<file path="src/rtl/pipeline_add3.sv">
// Two-stage pipelined three-operand adder, full-precision unsigned sum.
// Define PIPELINE_ADD3_INREG_EN to add an input register stage (3-edge latency).
module pipeline_add3 #(
   parameter int WIDTH     = 10,
   parameter int OUT_WIDTH = 12
) (
   input  logic                 clk,
   input  logic                 rst,
   input  logic [WIDTH-1:0]     in1,
   input  logic [WIDTH-1:0]     in2,
   input  logic [WIDTH-1:0]     in3,
   output logic [OUT_WIDTH-1:0] out
);

   if (OUT_WIDTH < WIDTH + 2) begin : g_width_chk
      $error("pipeline_add3: OUT_WIDTH must be >= WIDTH+2");
   end

   typedef struct packed {
      logic [WIDTH-1:0] a;
      logic [WIDTH-1:0] b;
      logic [WIDTH-1:0] c;
   } ops_t;

   typedef struct packed {
      logic [WIDTH:0]   ab;
      logic [WIDTH-1:0] c;
   } s1_t;

   ops_t ops;
   s1_t  s1_q;

`ifdef PIPELINE_ADD3_INREG_EN
   ops_t in_q;

   always_ff @(posedge clk) begin
      if (rst) begin
         in_q <= '0;
      end else begin
         in_q <= '{a: in1, b: in2, c: in3};
      end
   end

   assign ops = in_q;
`else
   assign ops = '{a: in1, b: in2, c: in3};
`endif

   always_ff @(posedge clk) begin
      if (rst) begin
         s1_q <= '0;
      end else begin
         s1_q.ab <= {1'b0, ops.a} + {1'b0, ops.b};
         s1_q.c  <= ops.c;
      end
   end

   // Both operands widened to the result width so no carry is lost
   always_ff @(posedge clk) begin
      if (rst) begin
         out <= '0;
      end else begin
         out <= OUT_WIDTH'(s1_q.ab) + OUT_WIDTH'(s1_q.c);
      end
   end

endmodule

</file>
<file path="config.mk">
export PLATFORM = sky130hd
export DESIGN_NAME = pipeline_add3
export DESIGN_NICKNAME = d
export VERILOG_FILES = /design/src/rtl/pipeline_add3.sv
export SDC_FILE = /design/constraint.sdc
export NUM_CORES = 1
export LEC_CHECK = 0
export BUFFER_PORTS_ARGS = -buffer_cell sky130_fd_sc_hd__buf_2
export CORE_ASPECT_RATIO = 0.8
export CORE_MARGIN = 3
export CORE_UTILIZATION = 34
export CTS_BUF_LIST = sky130_fd_sc_hd__clkbuf_8
export DETAILED_ROUTE_END_ITERATION = 10
export REMOVE_ABC_BUFFERS = 1
export SLEW_MARGIN = 20
export SYNTH_ARGS = -nofsm -noshare
export SYNTH_HDL_FRONTEND = slang
export SYNTH_SLANG_ARGS = --single-unit
</file>
<file path="constraint.sdc">
create_clock -name clk -period 4.63 [get_ports clk]
set_input_delay 1.389 -clock clk [delete_from_list [all_inputs] [get_ports clk]]
set_output_delay 1.389 -clock clk [all_outputs]
set_load 0.1 [all_outputs]
</file>
Word-level counts from Yosys, hierarchy flattened
Index checks and enable logic that the tools add are counted.

storage, ports and cells
  register bits after elaboration = 33
  word-level logic and storage cells = 5

operators by class
  add/sub/neg operators = 2

operators by type and width
  operator        number
  $add 11x10->12  1
  $add 10x10->11  1

Depth between registers and ports, before layout
  depth in word-level cells = 1
  mapped depth = 8
  mapped depth without buffers = 8

Worst setup path before layout
No wires, ideal clock.

  kind = input-to-reg
  from = in in1[0]
  to = reg s1_q[18] (netlist name)
  stages on the path = 8
  required time = 4.507 ns
  data arrival time = 2.741 ns
  setup time = 0.123 ns
  setup slack = 1.765 ns
  path through = ha_1 inv_1 fa_1 nor2b_4 o21ai_2 a21oi_2 o41ai_2 mux2_1

on the way
  longest elaborated chain between the ends = 1

RTL lines
  item            line  text
  from (decl)     9     input logic [WIDTH-1:0] in1,
  $add 10x10->11  53    s1_q.ab <= {1'b0, ops.a} + {1'b0, ops.b};
  to (decl)       31    s1_t s1_q;

No other way between the ends.
A chain may end at the register's enable or synchronous reset.

Final worst setup path
Ends and elaborated chain as after synthesis.

==> reports/metrics.cfg <==
[worst_setup_path]
path_max_fanout = 3
r2r_start = s1_q[0]$_SDFF_PP0_
r2r_end = out[10]$_SDFF_PP0_
rrSetupSlack_ns = 2.62
arrival_ns = 2.91
crit_path_start_kind = primary input
required_ns = 4.80
worstSetupPathType = in2reg
end_kind = register
rr_worst_depth = 7

[synth]
synth-edff-count = 0
muxShareOfSynthArea_pct = 2.53
synth-compound-area-share_pct = 19.4
yosys_warnings = 0
synth_top_family_by_area = compound AO/OA/AOI/OAI gates
synth-xor-area-share_pct = 3.54
synth_ff_type = dfxtp_1
yosysTopAreaCell = dfxtp_1
synth_fa_ha_area_share_pct = 16.8
syn_inst = 177
synth_cell_types = 46
synth_top_area_share_pct = 38.2
synth-async-reset-ratio_pct = 0
syn_area_per_cell_sq_um = 9.78
synth_seq_cells = 33
syn-cell-area_sq_um = 1730
yosys-top-cells-area = dfxtp_1 38%, ha_1 14%, nor2b_1 5.8%
synth.yosys.seq_area_share_pct = 38.2
synthSimpleGateAreaFrac_pct = 16.9

[clock_network]
clkTransAtPathRegs_ns = 0.07
clk_latency_ns = 0.28
cts_buffers = 5
cts_resized = 0
cts.sinks = 33
postCtsHoldBufs = 0
h-tree-depth = 2
cts_tree = built
postCtsSetupBuffers = 0
cts_max_path_buffers = 2
cts_root_buffer = clkbuf_8

[placed_design]
dp_hpwl_mm = 2.49
gp_congestion = 0.770
io_buffers = 43
placed_area_sq_um = 2010

[sta]
hold_viol_final = 0
timing.fmax_ghz = 0.365
rsz0062_at_grt = false
finClkSkew_ns = 0.00464
maxSlewHeadroom_pct = 55.5
setup_viol = 0
finalCritPeriodShare_pct = 59.2
whs_ns = 0.483
worst-slew-pin-transition_ns = 0.668
tns_ns = 0
fin_crit_ns = 2.74
finalMaxSlewViolations = 0

[power_and_ir_drop]
total_power_uw = 846
leakage_nw = 1.03
vdd_drop_max_mv = 0.213
power_density_nw_per_um2 = 399
internal-power_uw = 554
power.combinational.fraction_pct = 30.5
share_seq_of_total_power_pct = 37.9
swShare_pct = 34.5
switchingPower_uw = 292
clockPowerShare_pct = 31.6

[run]
maxCapViolCount = 0

[drt]
first_pass_iters = 4
highest_layer = met4
ant_nets = 0
vias_per_cell = 4.63
drt-initial-drc-count = 24
dr_wl_met2_mm = 1.26
wl_met3_um = 190
drc = 0
wl_met1_mm = 1.60
routed_wl_mm = 3.12
wire_per_inst_um = 11.0
num_vias = 1315

[final_layout]
areaGrowthSynthToFinish_pct = 22.5
final_common_cell = buf_2
fin_nets = 277
n_antenna_cell = 0
mostFrequentLayoutCells = 43 x buf_2, 33 x dfxtp_1, 20 x nor2_1, 20 x ha_1, 16 x nor2b_1
layout-drive-gt1-share_pct = 28.6
fin_area_sq_um = 2120

[hold_path]
hp-start = s1_q[20]$_SDFF_PP0_
hold-path-endpoint = out[11]$_SDFF_PP0_
min_path_cells = 1
hold_path.class = reg2reg

[global_route]
gr-usage-all-layers_pct = 11.4
grt_pass1_wl_mm = 5.46
grt_pass1_vias = 1245
antenna_found_initial = 0
grt_max_degree = 39
overflow = 0

[die]
die_h_um = 69.8
core_sq_um = 4730
ios = 44
die-area_sq_um = 5990
num_rows = 22
die_x_um = 85.8
start_util_pct = 36.6

[outcome]
status = finished clean

[flip-flops by register name, indices dropped and copies added, names as in the netlist]
signal / cells
out: 12
s1_q: 21
[per-stage QoR]
| stage | setup slack (ns) | cells | utilization [%] |
|---|---|---|---|
| 5_1_grt | 1.78 | 284 | 44.8 |
| 4_1_cts | 1.89 | 284 | 44.8 |
| 3_3_place_gp | 1.63 | 276 | 42.4 |
| 3_5_place_dp | 1.59 | 276 | 42.4 |
| 6_report | 1.89 | 284 | 44.8 |
| 2_1_floorplan | 1.77 | 173 | - |
[how the worst max path moves through the flow]
stage / slack [ns] / start / to
after global placement: 1.63 / in1[0] / s1_q[18]$_SDFF_PP0_
final: 1.89 / in1[0] / s1_q[18]$_SDFF_PP0_
after detailed placement: 1.59 / in1[0] / s1_q[18]$_SDFF_PP0_
after floorplan: 1.77 / in1[0] / s1_q[18]$_SDFF_PP0_
after CTS: 1.89 / in1[0] / s1_q[18]$_SDFF_PP0_
after global routing: 1.78 / in1[5] / s1_q[19]$_SDFF_PP0_
[synth_stat cells (all sizes together), types with 4 or more instances]
library cell  number
dfxtp             33
nor2              21
ha                20
nor2b             17
a21oi             10
o21ai              9
inv                8
nor3               6
a211oi             4
a21o               4
nand2              4
xor2               4
[area by class of cell]
cell class | count | area [sq um]
Multi-Input combinational cell | 132 | 1020
Sequential cell | 33 | 661
Clock inverter | 3 | 46.3
Fill cell | 481 | 2610
Timing Repair Buffer | 43 | 215
Clock buffer | 5 | 68.8
Inverter | 8 | 30.0
Tap cell | 60 | 75.1
[worst max-delay path: stages]
cell and delay (ns):
buf_2 0.08, ha_1 0.16, inv_1 0.05, fa_1 0.41
nor2b_4 0.14, o21ai_2 0.07, a21oi_2 0.20, o41ai_2 0.10
mux2_1 0.32
[metal layers]
layer | up-vias | track usage [%]
met5 | - | 0
met4 | 0 | 4.75
met3 | 6 | 3.33
met2 | 33 | 16.4
met1 | 564 | 15.7
li1 | 712 | -
[power groups by stage]
stage | logic, mW | clock network, mW | registers (mW)
2_1_floorplan | 0.115 | 0 | 0.420
6_report | 0.258 | 0.267 | 0.321
4_1_cts | 0.260 | 0.276 | 0.321
3_3_place_gp | 0.257 | 0 | 0.328
3_5_place_dp | 0.259 | 0 | 0.328
5_1_grt | 0.282 | 0.289 | 0.325
[cells by family (layout without fill, tap and decap cells)]
kind of cell               after synthesis  after routing
adders and majority gates               22             22
xor gates and xnor gates                 7              7
buffers and inverters                   12             59
AOI/OAI and AO/OA                       43             43
and+or+nand+nor                         56             56
muxes                                    4              4
DFF                                     33             33
No activity file was read; power rests on OpenSTA's default activity.
